==> config.mk <==
export PLATFORM = sky130hd
export DESIGN_NAME = writeback_unit
export DESIGN_NICKNAME = d
export VERILOG_FILES = /design/src/rtl/writeback_unit.sv
export SDC_FILE = /design/constraint.sdc
export NUM_CORES = 1
export LEC_CHECK = 0
export ABC_AREA = 1
export BUFFER_PORTS_ARGS = -buffer_cell sky130_fd_sc_hd__buf_2
export CORE_MARGIN = 2
export CORE_UTILIZATION = 50
export CTS_BUF_LIST = sky130_fd_sc_hd__clkbuf_8
export DETAILED_ROUTE_END_ITERATION = 7
export PLACE_DENSITY_LB_ADDON = 0.2
export SYNTH_ARGS = -nofsm -noshare
export SYNTH_HDL_FRONTEND = slang
export SYNTH_SLANG_ARGS = --single-unit
==> constraint.sdc <==
create_clock -name clk -period 4.7 [get_ports clk]
set_clock_uncertainty 0.15 [all_clocks]
set_input_delay 0.47 -clock clk [delete_from_list [all_inputs] [get_ports clk]]
set_output_delay 0.47 -clock clk [all_outputs]
set_load 0.01 [all_outputs]
==> src/rtl/writeback_unit.sv <==
// rtl/writeback_unit.sv - writeback stage: register file, forwarding bus, retire counter, halt
module writeback_unit #(
  parameter int DW = 16,
  parameter int CW = 16
) (
  input  logic            clk,
  input  logic            reset,
  input  logic            isld,
  input  logic            iswb,
  input  logic [15:0]     instr,
  input  logic [DW-1:0]   aluresult,
  input  logic [DW-1:0]   ldresult,
  input  logic [3:0]      rs1_addr,
  input  logic [3:0]      rs2_addr,
  output logic [DW-1:0]   rs1_data,
  output logic [DW-1:0]   rs2_data,
  output logic [DW+3:0]   rdvalwb,
  output logic            wb_valid,
  output logic [CW-1:0]   retired,
  output logic            halted
);

  localparam logic [3:0] OP_HALT = 4'hF;

  logic [DW-1:0] regs [16];
  logic [3:0]    opcode;
  logic [3:0]    rd;
  logic [DW-1:0] wb_value;
  logic          is_bubble;
  logic          do_write;
  logic          do_retire;

  assign opcode    = instr[15:12];
  assign rd        = instr[11:8];
  assign is_bubble = (instr == 16'h0000);
  assign wb_value  = isld ? ldresult : aluresult;
  assign do_write  = reset && iswb && !halted && (opcode != OP_HALT) && (rd != 4'd0);
  assign do_retire = !halted && !is_bubble;

  // Reads see the value being written this cycle so decode never picks up a stale register.
  always_comb begin
    rs1_data = regs[rs1_addr];
    rs2_data = regs[rs2_addr];
    if (do_write && (rs1_addr == rd)) rs1_data = wb_value;
    if (do_write && (rs2_addr == rd)) rs2_data = wb_value;
    if (rs1_addr == 4'd0) rs1_data = '0;
    if (rs2_addr == 4'd0) rs2_data = '0;
  end

  always_ff @(posedge clk) begin
    if (!reset) begin
      for (int i = 0; i < 16; i++) regs[i] <= '0;
      rdvalwb  <= '0;
      wb_valid <= 1'b0;
      retired  <= '0;
      halted   <= 1'b0;
    end else begin
      wb_valid <= do_write;
      if (do_write) begin
        regs[rd] <= wb_value;
        rdvalwb  <= {rd, wb_value};
      end
      if (do_retire) begin
        if (retired != {CW{1'b1}}) retired <= retired + CW'(1);
        if (opcode == OP_HALT) halted <= 1'b1;
      end
    end
  end

endmodule

# After elaboration in Yosys (flattened, before gate mapping)
# Memory sizes are Yosys's and may differ from the RTL's.
# Cells that the tools add are included.
# totals
mem_count,1
inputBits,60
wordCells,39
ff_bits,38
ram_bits,256
# classes
n_mux,12
add_sub_neg,1
n_eq_ne,5
n_reduce_logical,16
# memory_table
memory,depth,word_bits,read_ports,rd_clocked_by_memory_dff,wr,line,source
regs,16,16,2,0,16,25,logic [DW-1:0] regs [16];
# ops
operator,n
$mux 16,6
$add 16x1->16 const B,1
$logic_not 16->1,1
$ne 16x16->1 const B,1
$reduce_or 16->1,1
$eq 4x4->1,2
$logic_not 4->1,2
$logic_and 1x1->1,7
$mux 1,5
$eq 4x4->1 const B,1
$mux 4,1
$ne 4x4->1 const B,1
$reduce_and 2->1,2
$reduce_bool 4->1,1
$logic_not 1->1,2

# Longest topological paths before layout
# Gate-level depths: netlist of run 1.
# depth
word_depth,9
ltp_mapped,11

# Worst setup path before layout of run 1
# No wires, ideal clock.
# synth_timing
kind,input port to flip-flop
startpoint,input instr[11]
endpoint,memory regs[7][0] (enable)
stages,10
path_slack_ns,2.249
t_arrival_ns,1.938
required_time_ns,4.187
path_buffers,2
cell_sequence,buf_2 > nor2_2 > nand2_2 > nand3_4 > inv_4 > nand2_4 > nor2_4 > nand2_2 > buf_2 > nand2_1
# synth_lines
item,line,source
start: declaration,10,"input logic [15:0] instr,"
end: declaration,25,

# Worst setup path in the final report of run 1
# layout_timing
startpoint,input rs1_addr[1]
endpoint,output rs1_data[8]
# layout_between
elab_chain_cells,4
elab_cells_between_ends,6
cone_classes,eq/ne: 1; mux: 2; reduce/logical: 2; memory: 1
# layout_lines
item,line,source
start: declaration,13,"input logic [3:0] rs1_addr,"
"parallel branches: the longest is 3 deep, another holds $mem_v2 16x16",n/a,
$mux 16 (*),46,if (rs1_addr == 4'd0) rs1_data = '0;
end: declaration,15,"output logic [DW-1:0] rs1_data,"
# Every way passes the cells marked *.

==> run metrics, run 1 <==
status=complete, no violations; final setup TNS=0 ns; vias in the first global route=between 10000 and 15000; WP data required=about 4.1 ns; RSZ-0062 raised after global routing=no; htree depth=2; setup-violating endpoint count in the final report=0; gpl congestion=just over 1; All-Layer GR Usage=0.3729; final layout net count=approximately 2200; Critical-path top delay cell=nand3_1; fillcell total=about 3000; most frequent cells in the layout=647 x nand2_1, 424 x nand3_1, 312 x nor2_1; P_leak=7.851 nW; top area cells in the synthesized netlist=edfxtp_1 47%, nand2_1 15%, nand3_1 13%, nor2_1 7.2%, dfxtp_1 4.6%; CTS tree=done; initial antenna violation count=1; most common cell after layout, fill and taps aside=nand2_1; post-cts sizing count=0; crit path max fanout=45; CP Capture Type=output port; Setup crit start kind=primary input; Setup CP Type=primary input to output port; via count=about 16000; Worst-path clk slew=about 0.07 ns; syn_area_per_cell=~7.8 µm²; Hold Crit Depth=3; share of the synthesized area in the top cell type=0.4696; Netlist cell types=31; Hold Buf Count CTS=0; die height=~180 µm; Seq cells post-synth=between 200 and 300; Max Cap Violations=0; total global routing overflow=0; Post-CTS Setup Inserts=0; DRT Wirelength=64300 µm; cell mode on critical path=buf_2; Worst Path Arrival=3.23 ns; first-pass GRT wire length=92540 µm; Routed Antenna Nets=0; Hold WC Path Type=primary input to flop; DR vias/cell=between 6 and 7; layout overhead on the synthesized area=11.86%; CTS root buf=clkbuf_8; Period minus WS final=between 3 and 4 ns; ratio of cells with drive above 1 in the final layout=0.1246; Row Count=66; CP Buf/Inv Count=4; Power per Cell Area=353.3 mW/mm²; Residual DRC=0; Die Area=0.03420 mm²; YS warnings=0; count of final hold-check violations=0; DP Wirelength=roughly 42000 µm; CP max stage delay=approximately 0.87 ns; Pwr Total=about 0.0065 W; clk sinks=about 290; DR pass1 iterations=6; IO Pins=130; delay-heaviest family, CP=buffers and inverters; Worst-Skew Late Latency=a little under 0.6 ns; Max Slew Vio Count=0; fmax=about 0.26 GHz; slew of the pin with the lowest slew margin=around 1.0 ns; wire length per cell=between 20 and 25 µm; R2R cell count=7; core area=~0.032 mm²; Iter 0 DRT Violations=3084; Clock Tree Buf Depth=3; Relative slew margins=0.3083; largest net degree at the start of global routing=approximately 120; Die W=between 150 and 200 µm; Mapped Cells=2106; ant diodes=0; port bufs=129; CP cell instances=buf_2, inv_2, buf_4, nand3_1, nand2_1, a21oi_1, buf_2; Stages on worst setup path=7; area leader, netlist=edfxtp_1; VDD IR max=0.2898 mV; initial core utilization=0.5057; Final Cycle Share=0.8202; CTS buffer count=50; Finished Core Util=0.5657; register area share after synthesis=0.5161; Cell Area, Synth=around 0.016 mm²
[registers in the layout (all words and copies together), names as in the netlist]
register	cells
retired	16
wb_valid	1
regs	256
rdvalwb	20
halted	1
[through the flow]
step | hold slack [ns] | cell area [µm²] | instances | setup WS (ns)
floorplan | 0.3398 | 16430 | 2121 | 2.249
global placement | 0.2990 | 17240 | 2573 | 0.9656
detailed placement | 0.3075 | 17240 | 2573 | 1.007
CTS | 0.04334 | 18310 | 2665 | 1.005
global route | 0.06985 | 18310 | 2665 | 0.7419
finish | 0.08022 | 18310 | 2665 | 0.8450
[cell usage after synthesis, drive strengths merged]
master and instances:
nand2 663, nand3 429, nor2 327, edfxtp 256, clkbuf 108, a21oi 81
o21ai 66, inv 57, buf 44, dfxtp 38, clkinv 10, xnor2 8
nand4 7, mux2i 6, o211ai 2, conb 1, ha 1, nand3b 1
xor2 1
[layout make-up]
| cell class | instances | area [µm²] | area share |
|---|---|---|---|
| flip-flops and latches | 294 | 8448 | 0.4614 |
| multi-input cells | 1608 | 7062 | 0.3857 |
| repair buffers | 162 | 923.4 | 0.05043 |
| clock buffers | 61 | 839.6 | 0.04585 |
| well taps | 442 | 553.0 | 0.03020 |
| inverters | 67 | 257.7 | 0.01408 |
| clock inverters | 31 | 227.7 | 0.01244 |
[worst reg2reg max path, stage by stage, from the launching register on]
cell and delay [ns]:
dfxtp_1 0.33, nor2_1 0.20, nand3_4 0.14, inv_4 0.29
nand2_4 0.13, nor2_4 0.29, nand2_2 0.31, nand2_1 0.66
[kinds of logic after synthesis]
| group | synth area share |
|---|---|
| adders and majority gates | 0.0007642 |
| muxes | 0.003669 |
| DFF | 0.5161 |
| and+or+nand+nor | 0.3717 |
| other | 0.0002291 |
| xor gates and xnor gates | 0.004816 |
| buffers and inverters | 0.05687 |
| AOI/OAI and AO/OA | 0.04586 |
[path summary, 6_finish.rpt]
kind          startpoint     endpoint  slack [ns]
max          rs1_addr[1]  rs1_data[8]        0.85
min            instr[10]  rdvalwb[18]        0.08
max reg2reg       halted   regs[3][7]        1.81
min reg2reg  rdvalwb[16]  rdvalwb[16]        0.32
[layer usage]
metal | part of all wire | GRT usage
met1 | 0.37 | 0.5152
met2 | 0.42 | 0.5372
met3 | 0.15 | 0.1040
met4 | 0.058 | 0.1876
met5 | 0.00017 | 0
[power breakdown]
group / switching, W / internal, W / leakage (nW)
combinational: 0.000698 / 0.000236 / 4.30
sequential: 0.0000843 / 0.00295 / 2.94
clock: 0.00111 / 0.00139 / 0.613
Note: power is estimated with default switching activity, not from simulation.
==> run 2, diff against run 1 <==
- ABC_AREA: 1 -> 0
- clock period: 4.7 -> 3.8 ns (I/O delays scaled with it)
==> run 2 against run 1 <==
- flip-flop and latch count unchanged
- area after synthesis is 8.8% lower
- critical path depth up 2
- via count decreased by 34%
- total power increased by 16%
- global-route usage decreased by 9.2 points
- setup slack got worse by 0.54 ns
- synthesized cell count fell by 47%
- non-clock buffer count grew 45
- routed wire length down 33%
- sequential power is 25% higher
- register-to-register slack got worse by 0.59 ns
- critical path type unchanged
- critical endpoint unchanged
==> run metrics, run 2 <==
slew of the pin with the lowest slew margin=0.9593 ns (-0.05821 ns); Die W=176.8 µm (-4.4%); register area share after synthesis=0.5656 (+0.04955); total global routing overflow=0 (unchanged); final layout net count=1352 (-40%); Async S/R FF share, synth=0 (unchanged); count leader, synth=nor2_1; Top reg by flops=regs; CP cell instances=dlygate4sd3_1, buf_2, nor4_1, nand3b_4, or4_1, o41ai_4, buf_4, o22ai_1, buf_2; IO Pins=130 (unchanged); CTS buffer count=50 (unchanged); Netlist cell types=44 (+42%); Die Area=0.03127 mm² (-8.6%); Worst Path Arrival=2.97 ns (-0.26 ns); DRT Wirelength=43340 µm (-33%); Pwr Total=0.007530 W (+16%); Worst-Skew Late Latency=0.57 ns (-0.02 ns); Clock Tree Buf Depth=3 (unchanged); CTS tree=done; top area cells in the synthesized netlist=edfxtp_1 51%, mux4_2 19%, nor2_1 7.7%, dfxtp_1 5.1%, a22o_1 2.0%; Final Cycle Share=0.9207; setup-violating endpoint count in the final report=0 (unchanged); die height=176.8 µm (-4.4%); Worst-path clk slew=0.06 ns (about the same); core area=0.02956 mm² (-8.7%); max FFs per register=256 (unchanged); Routed Antenna Nets=0 (unchanged); status=complete, no violations; Seq cells post-synth=294 (unchanged); CP Buf/Inv Count=4 (unchanged); htree depth=2 (unchanged); Critical-path top delay cell=nor4_1; Cell Area, Synth=0.01494 mm² (-8.8%); ratio of cells with drive above 1 in the final layout=0.3080 (+0.1834); most frequent cells after synthesis=307 x nor2_1, 256 x edfxtp_1, 128 x mux4_2; Hold Buf Count CTS=2 (+2); area leader, netlist=edfxtp_1; post-cts sizing count=0 (unchanged); Max Cap Violations=0 (unchanged); wire length per cell=25.18 µm (+4.4%); fmax=around 0.29 GHz; final setup TNS=0 ns (unchanged); ant diodes=0 (unchanged); initial antenna violation count=0 (-1); VDD IR max=0.2532 mV (-13%); DR pass1 iterations=5 (-1); DP Wirelength=28880 µm (-31%); syn_area_per_cell=13.37 µm² (+72%); Power per Cell Area=436.3 mW/mm² (+24%); most frequent cells in the layout=306 x nor2_1, 256 x edfxtp_1, 128 x mux4_2, 128 x buf_2, 75 x buf_4; CP max stage delay=0.57 ns (-0.30 ns); Relative slew margins=0.3598 (+0.05152); WP data required=3.27 ns (-0.81 ns); Residual DRC=0 (unchanged); gpl congestion=0.8824 (-15%); port bufs=129 (unchanged); initial core utilization=0.5053 (about the same); Row Count=63 (-4.5%); largest net degree at the start of global routing=42 (-65%); RSZ-0062 raised after global routing=no; Top Registers=regs: 256 flops, rdvalwb: 20 flops, retired: 16 flops; via count=10780 (-34%); most common cell after layout, fill and taps aside=nor2_1; Mapped Cells=1117 (-47%); layout overhead on the synthesized area=15.56%; share of the synthesized area in the top cell type=0.5147 (+0.04509); clk sinks=294 (unchanged); YS warnings=0 (unchanged); Setup CP Type=primary input to output port; P_leak=6.445 nW (-18%); CTS root buf=clkbuf_8; delay-heaviest family, CP=buffers and inverters; Hold WC Path Type=primary input to flop; Fin Hold WS=0.05105 ns (-0.02917 ns); Setup crit start kind=primary input; cell mode on critical path=buf_2; Iter 0 DRT Violations=1279 (-59%); Max Slew Vio Count=0 (unchanged); Synth Flop Type=edfxtp_1; first-pass GRT wire length=64350 µm (-30%); CP Capture Type=output port; Post-synth EDFFs=256 (unchanged); All-Layer GR Usage=0.2812 (-0.09172); crit path max fanout=7 (-84%); Period minus WS final=around 3.5 ns; DR vias/cell=6.266 (+2.6%); vias in the first global route=10500 (-27%); Post-CTS Setup Inserts=0 (unchanged); count of final hold-check violations=0 (unchanged)
[run 2: cell types whose count changed in the layout (fill, tap and decap cells not counted), sizes merged, moves of 43 or more]
cell,before,now
nand2,663,50
buf,162,205
nand3,429,13
inv,73,17
a21oi,81,7
mux4,0,128
o21ai,66,3
[run 2: area by class of cell]
| class | instances | area (µm²) |
|---|---|---|
| Fill cell | 2371 | 12300 |
| Sequential cell | 294 | 8448 |
| Multi-Input combinational cell | 735 | 6120 |
| Timing Repair Buffer | 207 | 1264 |
| Clock buffer | 54 | 743.2 |
| Tap cell | 390 | 488.0 |
| Clock inverter | 38 | 185.2 |
| Inverter | 3 | 11.26 |
[run 2: final timing paths]
check	cells after the start	slack [ns]	endpoint	startpoint
setup / recovery	9	0.30	rs1_data[8]	instr[8]
setup reg to reg	7	1.22	regs[6][7]	halted
hold reg to reg	2	0.31	rdvalwb[17]	rdvalwb[17]
hold / removal	3	0.05	halted	instr[12]
[run 2: logic make-up (layout without fill, tap and decap cells)]
group | count (synthesis) | after routing | synth area share
compound gates | 125 | 125 | 0.06601
xor+xnor | 19 | 19 | 0.01114
fa+ha+maj | 1 | 1 | 0.0008376
buf+inv | 103 | 302 | 0.03024
flops | 294 | 294 | 0.5656
mux | 149 | 149 | 0.2072
other cells | 1 | 16 | 0.0002511
simple gates | 425 | 425 | 0.1187
[run 2: worst register-to-register path, cell delays in order, from the launching register on]
cell and delay (ns):
dfxtp_1 0.36, a41oi_4 0.29, nand3_1 0.16, nor2_1 0.30, nand2_1 0.10, buf_4 0.24, nand2_1 0.34, buf_4 0.31
[run 2: per-layer routing]
| layer | up-vias | track usage | share of wire | wire [µm] |
|---|---|---|---|---|
| met3 | 115 | 0.04188 | 0.096 | 4164 |
| met1 | 5403 | 0.3791 | 0.38 | 16580 |
| met4 | 0 | 0.1112 | 0.037 | 1590 |
| li1 | 4619 | - | - | - |
| met5 | - | 0 | 0 | 0 |
| met2 | 647 | 0.4634 | 0.48 | 21010 |
[run 2: stage by stage]
step | setup WS (ns) | utilization | instances | cell area (µm²)
finish | 0.3013 | 0.5839 | 1721 | 17260
global route | 0.1623 | 0.5839 | 1721 | 17260
CTS | 0.2937 | 0.5839 | 1721 | 17260
detailed placement | 0.6807 | 0.5518 | 1627 | 16310
global placement | 0.6775 | 0.5518 | 1627 | 16310
floorplan | 1.280 | - | 1132 | 14990
[run 2: power breakdown]
part / internal (W) / switching [W]
clock network: 0.00138 / 0.00130
logic: 0.000465 / 0.000600
registers: 0.00370 / 0.0000960
total: 0.00554 / 0.00199
==> run 3, diff against run 2 <==
- CORE_ASPECT_RATIO: unset -> 0.7
==> run 3 against run 2 <==
- non-clock buffer count up 4
- highest routed layer unchanged
- combinational power about the same
- utilization up 0.70 points
- total power is 0.63% lower
- routed wire length increased by 5.0%
==> run metrics, run 3 (synthesis gave the netlist of run 2 again) <==
gpl congestion=0.8738 (-0.97%); setup-violating endpoint count in the final report=0 (unchanged); Max Slew Vio Count=0 (unchanged); vias in the first global route=10640 (+1.3%); CP Buf/Inv Count=2 (-2); Hold Buf Count CTS=0 (-2); Top Registers=regs: 256 flops, rdvalwb: 20 flops, retired: 16 flops; fmax=0.3030 GHz (+6.0%); Period minus WS final=3.301 ns (-0.1978 ns); initial core utilization=0.5124 (+0.007136); Row Count=52 (-17%); delay-heaviest family, CP=simple AND/OR/NAND/NOR gates; Pwr Total=0.007483 W (-0.63%); Clock Tree Buf Depth=3 (unchanged); max FFs per register=256 (unchanged); core area=0.02915 mm² (-1.4%); Die W=210.6 µm (+19%); Top reg by flops=regs; IO Pins=130 (unchanged); ratio of cells with drive above 1 in the final layout=0.3105 (+0.002436); Residual DRC=0 (unchanged); layout overhead on the synthesized area=15.32%; All-Layer GR Usage=0.2996 (+0.01835); CTS buffer count=46 (-8.0%); total global routing overflow=0 (unchanged); Final Cycle Share=0.8686 (-0.05206); Die Area=0.03129 mm² (about the same); CTS root buf=clkbuf_8; fillcell total=2357 (-0.59%); VDD IR max=0.3246 mV (+28%); Setup CP Type=flop to output port; Post-CTS Setup Inserts=0 (unchanged); slew of the pin with the lowest slew margin=1.093 ns (+0.1335 ns); Setup crit start kind=flop; most common cell after layout, fill and taps aside=nor2_1; DP Wirelength=31340 µm (+8.5%); most frequent cells in the layout=306 x nor2_1, 256 x edfxtp_1, 128 x mux4_2, 128 x buf_2, 81 x buf_4; wire length per cell=26.69 µm (+6.0%); Fin Hold WS=0.03803 ns (-0.01302 ns); CTS tree=done; WP data required=3.27 ns (about the same); Worst Path Arrival=2.77 ns (-0.20 ns); Hold WC Path Type=primary input to flop; Relative slew margins=0.2704 (-0.08937); post-cts sizing count=0 (unchanged); CP max stage delay=0.62 ns (+0.05 ns); crit path max fanout=16 (+9); area taken by flip-flops and latches=0.008448 mm² (unchanged); area of the multi-input gates=0.006138 mm² (+0.31%); port bufs=129 (unchanged); Worst-Skew Late Latency=0.58 ns (about the same); P_leak=6.417 nW (-0.44%); final layout net count=1352 (unchanged); final setup TNS=0 ns (unchanged); largest net degree at the start of global routing=50 (+19%); CP cell instances=a41oi_4, nand3b_4, or4_1, buf_4, o22ai_1, buf_2; Iter 0 DRT Violations=1406 (+9.9%); CP Capture Type=output port; Worst-path clk slew=0.06 ns (about the same); first-pass GRT wire length=68050 µm (+5.8%); RSZ-0062 raised after global routing=no; clk sinks=294 (unchanged); status=complete, no violations; DR vias/cell=6.396 (+2.1%); Max Cap Violations=0 (unchanged); DRT Wirelength=45510 µm (+5.0%); Critical-path top delay cell=or4_1; die height=148.6 µm (-16%); count of final hold-check violations=0 (unchanged); DR pass1 iterations=7 (+2); Routed Antenna Nets=0 (unchanged); ant diodes=0 (unchanged); initial antenna violation count=0 (unchanged); via count=10910 (+1.1%); htree depth=2 (unchanged); Power per Cell Area=434.4 mW/mm² (-0.43%)
-- run 3: changes by cell type in the layout (fill, tap and decap cells not counted) --
cell           delta
buf_4             +6
clkbuf_8          -5
mux2i_1           -5
mux2i_2           +5
clkinv_2          -4
dlygate4sd3_1     -2
bufinv_16         +1
clkinv_1          +1
clkinv_4          -1
-- run 3: power by group --
| part | total (W) | switching, W | leakage, nW | internal, W |
|---|---|---|---|---|
| clock network | 0.00260 | 0.00128 | 0.497 | 0.00132 |
| registers | 0.00379 | 0.0000982 | 2.75 | 0.00369 |
| logic | 0.00109 | 0.000617 | 3.17 | 0.000471 |
-- run 3: layout make-up --
class                           instances  share of cell area
Sequential cell                       294              0.4905
Multi-Input combinational cell        735              0.3564
Inverter                                3           0.0006538
Timing Repair Buffer                  211             0.07482
Tap cell                              378             0.02746
Clock inverter                         35             0.01104
Clock buffer                           49             0.03915
-- run 3: worst register-to-register path, stage by stage (launching register included) --
cell and delay (ns):
dfxtp_1 0.35, a41oi_4 0.27, and2_1 0.34, and3_1 0.29, nand2_1 0.07, buf_4 0.24
nand2_1 0.34, buf_4 0.31
-- run 3: per-stage QoR --
| step | instance area (µm²) | cells | utilization | worst slack [ns] |
|---|---|---|---|---|
| after detailed placement | 16360 | 1621 | 0.5613 | 0.6074 |
| after global routing | 17220 | 1705 | 0.5909 | 0.3528 |
| after floorplan | 14990 | 1132 | - | 1.280 |
| after global placement | 16360 | 1621 | 0.5613 | 0.6219 |
| final | 17220 | 1705 | 0.5909 | 0.4991 |
| after CTS | 17220 | 1705 | 0.5909 | 0.4876 |
-- run 3: worst paths after layout --
check / slack, ns / end / from / cells past startpoint
max: 0.50 / rs1_data[15] / halted / 6
min: 0.04 / halted / instr[12] / 3
max reg2reg: 1.13 / regs[7][13] / halted / 7
min reg2reg: 0.31 / rdvalwb[16] / rdvalwb[16] / 2
-- run 3: metal layers --
layer,GRT usage,up-vias,routed length [µm]
met4,0.08275,0,965
met5,0,-,0
met3,0.07010,79,5752
li1,-,4612,-
met1,0.4515,5464,18590
met2,0.4396,750,20200
